--- src/rtl/flexdpe_pkg.sv ---
// Shared definitions for the Flex-DPE ingress slice.
//   state_e     : ingress sequencer FSM state; the encoding is the o_state value
//   beat_width  : width of one buffered beat {data, dest, stationary}
package flexdpe_pkg;

  typedef enum logic [1:0] {
    ST_IDLE   = 2'd0,
    ST_LOAD   = 2'd1,
    ST_STREAM = 2'd2,
    ST_DRAIN  = 2'd3
  } state_e;

  localparam int unsigned DEF_IN_DATA_TYPE = 16;
  localparam int unsigned DEF_NUM_PES      = 32;
  localparam int unsigned DEF_LOG2_PES     = 5;
  localparam int unsigned DEF_BEAT_W       =
    DEF_NUM_PES * DEF_IN_DATA_TYPE + DEF_NUM_PES * DEF_LOG2_PES + 1;

  function automatic int unsigned beat_width(input int unsigned num_pes,
                                             input int unsigned in_w,
                                             input int unsigned log2_pes);
    return num_pes * in_w + num_pes * log2_pes + 1;
  endfunction

endpackage

--- src/rtl/dpe_sync_fifo.sv ---
// Generic synchronous FIFO with an occupancy count.
//   clk, rst  : clock, synchronous active-high reset (empties the FIFO)
//   push_i    : write wdata_i (ignored when full)
//   pop_i     : advance the head (ignored when empty)
//   rdata_o   : head entry
//   count_o   : occupancy, 0..DEPTH
//   empty_o   : count_o == 0
module dpe_sync_fifo
  import flexdpe_pkg::*;
#(
  parameter int unsigned WIDTH      = 8,
  parameter int unsigned DEPTH      = 4,
  parameter int unsigned LOG2_DEPTH = 2
) (
  input  logic                  clk,
  input  logic                  rst,
  input  logic                  push_i,
  input  logic                  pop_i,
  input  logic [WIDTH-1:0]      wdata_i,
  output logic [WIDTH-1:0]      rdata_o,
  output logic [LOG2_DEPTH:0]   count_o,
  output logic                  empty_o
);

  logic [WIDTH-1:0]      mem_q [DEPTH];
  logic [LOG2_DEPTH-1:0] wr_ptr_q, rd_ptr_q;
  logic [LOG2_DEPTH:0]   count_q;
  logic                  full, push_ok, pop_ok;

  assign full    = (count_q == (LOG2_DEPTH+1)'(DEPTH));
  assign empty_o = (count_q == '0);
  assign push_ok = push_i && !full;
  assign pop_ok  = pop_i && !empty_o;
  assign rdata_o = mem_q[rd_ptr_q];
  assign count_o = count_q;

  // Storage carries no reset; emptiness is defined by the pointers/count.
  always_ff @(posedge clk) begin
    if (push_ok) mem_q[wr_ptr_q] <= wdata_i;
  end

  // Pointers wrap naturally because DEPTH is a power of two.
  always_ff @(posedge clk) begin
    if (rst) begin
      wr_ptr_q <= '0;
      rd_ptr_q <= '0;
      count_q  <= '0;
    end else begin
      if (push_ok) wr_ptr_q <= wr_ptr_q + 1'b1;
      if (pop_ok)  rd_ptr_q <= rd_ptr_q + 1'b1;
      case ({push_ok, pop_ok})
        2'b10:   count_q <= count_q + 1'b1;
        2'b01:   count_q <= count_q - 1'b1;
        default: count_q <= count_q;
      endcase
    end
  end

endmodule

--- src/rtl/dpe_ingress_sequencer.sv ---
// Flex-DPE ingress sequencer: DEPTH-entry back-pressured buffer in front of
// the xbar / multiplier chain, sequencing one tile as stationary beats,
// then streaming beats, then a drain of the buffer.
//   cfg_*            : tile configuration, latched on cfg_start in IDLE
//   i_data_valid/o_ready, i_data_bus, i_dest_bus, i_stationary : upstream beat
//   o_data_valid/i_ds_ready, o_data_bus, o_dest_bus, o_stationary : head beat
//   o_vn_seperator   : separator latched for the current tile
//   o_state          : FSM state (IDLE=0, LOAD=1, STREAM=2, DRAIN=3)
//   o_done           : one-cycle pulse on return to IDLE after a drain
//   o_err            : sticky flag for beats dropped on a tag mismatch
module dpe_ingress_sequencer
  import flexdpe_pkg::*;
#(
  parameter int unsigned IN_DATA_TYPE = 16,
  parameter int unsigned NUM_PES      = 32,
  parameter int unsigned LOG2_PES     = 5,
  parameter int unsigned DEPTH        = 4,
  parameter int unsigned LOG2_DEPTH   = 2,
  parameter int unsigned ROW_W        = 16
) (
  input  logic                           clk,
  input  logic                           rst,
  input  logic                           cfg_start,
  input  logic [ROW_W-1:0]               cfg_stat_rows,
  input  logic [ROW_W-1:0]               cfg_stream_rows,
  input  logic [NUM_PES*LOG2_PES-1:0]    cfg_vn_seperator,
  input  logic                           i_data_valid,
  output logic                           o_ready,
  input  logic [NUM_PES*IN_DATA_TYPE-1:0] i_data_bus,
  input  logic [NUM_PES*LOG2_PES-1:0]    i_dest_bus,
  input  logic                           i_stationary,
  input  logic                           i_ds_ready,
  output logic                           o_data_valid,
  output logic [NUM_PES*IN_DATA_TYPE-1:0] o_data_bus,
  output logic [NUM_PES*LOG2_PES-1:0]    o_dest_bus,
  output logic                           o_stationary,
  output logic [NUM_PES*LOG2_PES-1:0]    o_vn_seperator,
  output logic [1:0]                     o_state,
  output logic                           o_done,
  output logic                           o_err
);

  localparam int unsigned BEAT_W = beat_width(NUM_PES, IN_DATA_TYPE, LOG2_PES);

  state_e                        state_q, state_d;
  logic [ROW_W-1:0]              stat_rows_q, stat_rows_d;
  logic [ROW_W-1:0]              stream_rows_q, stream_rows_d;
  logic [ROW_W-1:0]              load_cnt_q, load_cnt_d;
  logic [ROW_W-1:0]              stream_cnt_q, stream_cnt_d;
  logic [NUM_PES*LOG2_PES-1:0]   sep_q, sep_d;
  logic                          err_q, err_d;
  logic                          done_q, done_d;

  logic                          push, pop, accept;
  logic                          fifo_empty, fifo_full;
  logic [LOG2_DEPTH:0]           fifo_count;
  logic [BEAT_W-1:0]             head;

  assign fifo_full = (fifo_count == (LOG2_DEPTH+1)'(DEPTH));
  assign o_ready   = ((state_q == ST_LOAD) || (state_q == ST_STREAM)) && !fifo_full;
  assign accept    = i_data_valid && o_ready;
  assign pop       = !fifo_empty && i_ds_ready;

  dpe_sync_fifo #(
    .WIDTH      (BEAT_W),
    .DEPTH      (DEPTH),
    .LOG2_DEPTH (LOG2_DEPTH)
  ) u_fifo (
    .clk     (clk),
    .rst     (rst),
    .push_i  (push),
    .pop_i   (pop),
    .wdata_i ({i_data_bus, i_dest_bus, i_stationary}),
    .rdata_o (head),
    .count_o (fifo_count),
    .empty_o (fifo_empty)
  );

  // Head outputs are forced to zero while empty so stale storage never leaks.
  assign o_data_valid   = !fifo_empty;
  assign {o_data_bus, o_dest_bus, o_stationary} = fifo_empty ? '0 : head;
  assign o_vn_seperator = sep_q;
  assign o_state        = state_q;
  assign o_done         = done_q;
  assign o_err          = err_q;

  always_comb begin
    state_d       = state_q;
    stat_rows_d   = stat_rows_q;
    stream_rows_d = stream_rows_q;
    load_cnt_d    = load_cnt_q;
    stream_cnt_d  = stream_cnt_q;
    sep_d         = sep_q;
    err_d         = err_q;
    done_d        = 1'b0;
    push          = 1'b0;
    case (state_q)
      ST_IDLE: begin
        if (cfg_start) begin
          stat_rows_d   = cfg_stat_rows;
          stream_rows_d = cfg_stream_rows;
          sep_d         = cfg_vn_seperator;
          load_cnt_d    = '0;
          stream_cnt_d  = '0;
          err_d         = 1'b0;
          if (cfg_stat_rows != '0)        state_d = ST_LOAD;
          else if (cfg_stream_rows != '0) state_d = ST_STREAM;
          else                            state_d = ST_DRAIN;
        end
      end
      ST_LOAD: begin
        if (accept) begin
          if (i_stationary) begin
            push       = 1'b1;
            load_cnt_d = load_cnt_q + 1'b1;
            if (load_cnt_d == stat_rows_q)
              state_d = (stream_rows_q != '0) ? ST_STREAM : ST_DRAIN;
          end else begin
            err_d = 1'b1;
          end
        end
      end
      ST_STREAM: begin
        if (accept) begin
          if (!i_stationary) begin
            push         = 1'b1;
            stream_cnt_d = stream_cnt_q + 1'b1;
            if (stream_cnt_d == stream_rows_q) state_d = ST_DRAIN;
          end else begin
            err_d = 1'b1;
          end
        end
      end
      ST_DRAIN: begin
        if (fifo_empty) begin
          state_d = ST_IDLE;
          done_d  = 1'b1;
        end
      end
      default: state_d = ST_IDLE;
    endcase
  end

  always_ff @(posedge clk) begin
    if (rst) begin
      state_q       <= ST_IDLE;
      stat_rows_q   <= '0;
      stream_rows_q <= '0;
      load_cnt_q    <= '0;
      stream_cnt_q  <= '0;
      sep_q         <= '0;
      err_q         <= 1'b0;
      done_q        <= 1'b0;
    end else begin
      state_q       <= state_d;
      stat_rows_q   <= stat_rows_d;
      stream_rows_q <= stream_rows_d;
      load_cnt_q    <= load_cnt_d;
      stream_cnt_q  <= stream_cnt_d;
      sep_q         <= sep_d;
      err_q         <= err_d;
      done_q        <= done_d;
    end
  end

endmodule

--- config.mk ---
export PLATFORM = sky130hd
export DESIGN_NAME = dpe_ingress_sequencer
export DESIGN_NICKNAME = d
export VERILOG_FILES = /design/src/rtl/flexdpe_pkg.sv /design/src/rtl/dpe_sync_fifo.sv /design/src/rtl/dpe_ingress_sequencer.sv
export SDC_FILE = /design/constraint.sdc
export NUM_CORES = 2
export LEC_CHECK = 0
export CAP_MARGIN = 20
export CORE_AREA = 3 3 659 661
export CTS_BUF_LIST = sky130_fd_sc_hd__clkbuf_2
export DETAILED_ROUTE_END_ITERATION = 7
export DIE_AREA = 0 0 662 664
export SETUP_SLACK_MARGIN = 0.15
export SLEW_MARGIN = 20
export SYNTH_ARGS = -nofsm -noshare
export SYNTH_HDL_FRONTEND = slang
export SYNTH_HIERARCHICAL = 1
export SYNTH_SLANG_ARGS = --single-unit
export TNS_END_PERCENT = 30
--- constraint.sdc ---
create_clock -name clk -period 28.3 [get_ports clk]
set_clock_uncertainty 0.1 [all_clocks]
set_input_delay 2.83 -clock clk [delete_from_list [all_inputs] [get_ports clk]]
set_output_delay 2.83 -clock clk [all_outputs]
set_load 0.03 [all_outputs]
==> reports/metrics.cfg <==
[run_status]
status = completed

[clock_network]
clkSlewWorstSetupHoldPaths_ps = 100
cts.path.max_buffers = 4
cts_tree = done
cts.htree.levels = 6
cts_resized = 0
cts_root_buffer = clkbuf_2
cts_num_sinks = 2929
clock_latency_ps = 2070
cts_buffers = 754
post_cts_buffers = 0
cts_hold_buf = 0

[global_route]
grt_max_degree = 149
track_usage_pct = 17.5
antenna_found_initial = 204
grt_pass1_vias = 66883
grt_overflow_total = 0
grt_pass1_wl_um = 541000

[power]
max-vdd-ir-drop_v = 0.0000456
powerDensity_nw_per_um2 = 71.2
power_leakage_nw = 44.0
power.total_mw = 10.1

[critical_path]
cpMostUsedCell = buf_4
critPathLaunchType = flip-flop
crit_required_ps = 25370
critical_path_class = flip-flop to primary output
path_max_fanout = 58
path_cells = buf_4 > buf_4 > buf_4 > buf_4 > mux4_2 > nor2b_1 > clkdlybuf4s50_1
crit_arrival_ps = 7870
slowest_delay_ps = 1010
endpoint_kind = primary output
crit_slowest_cell = dfxtp_4

[cells_and_area]
layout_common_cells = edfxtp_1, clkdlybuf4s50_1, clkbuf_2
stdcell_area_um2 = 142000
layout_commonest_cell = edfxtp_1
stdcell_count = 14107
fin_util_pct = 33.0
drive_gt1_share_pct = 22.8
nets = 8672
syn_to_final_growth_pct = 26.2

[timing]
tns_ps = 0
drv_slew = 0
fin_ws_ps = 17500
finalHoldViolCount = 0
fmax_mhz = 92.6
rsz0062_at_grt = false
period_share_pct = 38.2
finalSetupViolCount = 0
whs_ps = 357
worstMarginPinSlew_ps = 1210
period_minus_slack_ps = 10800
max-slew-margin-rel_pct = 19.4

[yosys]
synthCells = 5557
ys_warn_count = 6
synth_fa_ha_area_share_pct = 0.163
synth_compound_area_share_pct = 1.41
ys_types = 68
netlist_top_cells_area = edfxtp_1, mux4_2, dfxtp_1
ys_seq_elements = 2929
yosys.area_share.simple_pct = 6.08
synthXorXnorAreaFrac_pct = 0.366
synth_top_family_by_area = multiplexers
synth_ff_type = edfxtp_1
synth-edff-count = 2692
netlist.area_leader.share_pct = 71.9
syn_area_um2 = 112000
async_flop_share_pct = 0
muxShareOfSynthArea_pct = 13.6
netlist.top_cell.by_area = edfxtp_1
synth_area_per_cell_um2 = 20.2
syn-num-nets = 6441
ys_seq_area_share_pct = 76.2

[die]
num_rows = 241
die_height_um = 664
floorplan.initialDensity_pct = 26.1
die_x_um = 662
pin_count = 1709
dieArea_um2 = 440000
coreArea_um2 = 430000

[routing]
drt_iter0_drc = 5682
wire_per_inst_um = 28.2
top_layer_used = met5
detail-route-antenna-nets = 0
wl_met3_um = 38100
avgViaCountPerCell = 4.52
vias = 63805
postRouteWirelength_um = 398000
met2WireLength_um = 191000
drt_pass1_iterations = 5
wl_met1_um = 146000
drc = 0

[worst_hold_path]
holdCritPathClass = flip-flop to flip-flop

[place]
place.gp.congestion = 0.922
dp.cells = 12741
io_buffers = 1708
dpl_cell_area_um2 = 135000
place_ws_ps = 18330
dp_hpwl_um = 284000

[run]
cap_violations = 0

-- worst max-delay path: cells and delay by family, from the launching register on --
kind | cells | cell delay, ps
mux | 1 | 350
simple gates | 1 | 300
flops | 1 | 1010
buf+inv | 5 | 3950
-- state kept, by name, summed over array words and instances (netlist names), named ones only --
signal and flops:
u_fifo/mem_q 2692, o_err 1, o_done 1, u_fifo/rd_ptr_q 2, load_cnt_q 16, o_state 2, stream_cnt_q 16, u_fifo/count_o 3
stat_rows_q 16, stream_rows_q 16, u_fifo/wr_ptr_q 2, o_vn_seperator 160
-- power by group --
part	internal [mW]	leakage, nW	total, mW	switching [mW]
sequential	4.99	26.2	5.08	0.0858
combinational	0.781	12.7	2.13	1.35
clock	1.09	5.03	2.88	1.79
total	6.86	44.0	10.1	3.23
-- final cells by class --
cell class | count | area, µm²
tap | 5710 | 7140
timing repair buffer | 1786 | 17900
multi-input combinational | 2302 | 24300
sequential | 2929 | 85600
antenna | 69 | 173
clock inverter | 256 | 1500
inverter | 15 | 56.3
clock buffer | 1040 | 5200
fill | 41441 | 288000
-- synthesized netlist by cell type (all sizes together), types with 2 or more instances --
| cell | count |
|---|---|
| nand3b | 6 |
| clkbuf | 158 |
| nor2b | 679 |
| a2111oi | 2 |
| a31oi | 2 |
| o21ai | 23 |
| a31o | 3 |
| a21o | 3 |
| buf | 153 |
| nand2b | 4 |
| mux4 | 673 |
| a41o | 2 |
| a311oi | 2 |
| xor2 | 11 |
| and4 | 4 |
| or3 | 11 |
| nand2 | 422 |
| and3 | 6 |
| nand3 | 18 |
| ha | 13 |
| nor4 | 13 |
| xnor2 | 36 |
| nor4b | 2 |
| edfxtp | 2692 |
| nor2 | 51 |
| inv | 15 |
| nor3b | 4 |
| a211oi | 3 |
| nand4 | 14 |
| dfxtp | 237 |
| a21oi | 232 |
| mux2i | 6 |
| or4 | 4 |
| o31ai | 4 |
| and2 | 7 |
| nor3 | 27 |
| o211ai | 2 |
-- logic make-up (layout without fill, tap and decap cells) --
logic type	after synthesis	count (layout)
adders and majority gates	14	14
AOI/OAI and AO/OA	286	286
muxes	680	680
other	0	69
buffers and inverters	326	3097
and+or+nand+nor	1275	1275
xor gates and xnor gates	47	47
DFF	2929	2929
-- path summary, 6_finish.rpt --
check                            from                    to  slack (ps)  depth (start not counted)
setup / recovery            flip-flop       o_data_bus[318]       17500                          7
hold / removal    o_vn_seperator[156]   o_vn_seperator[156]         360                          2
setup reg to reg           o_state[0]  u_fifo/mem_q[1][371]       20910                         11
hold reg to reg   o_vn_seperator[156]   o_vn_seperator[156]         360                          2
-- routing by layer --
layer | vias to the layer above | global-route usage (%)
met1 | 32792 | 20.1
met5 | - | 0
li1 | 26979 | -
met3 | 916 | 6.49
met2 | 3020 | 28.4
met4 | 98 | 9.64
Power figures use the tool's default switching activity.
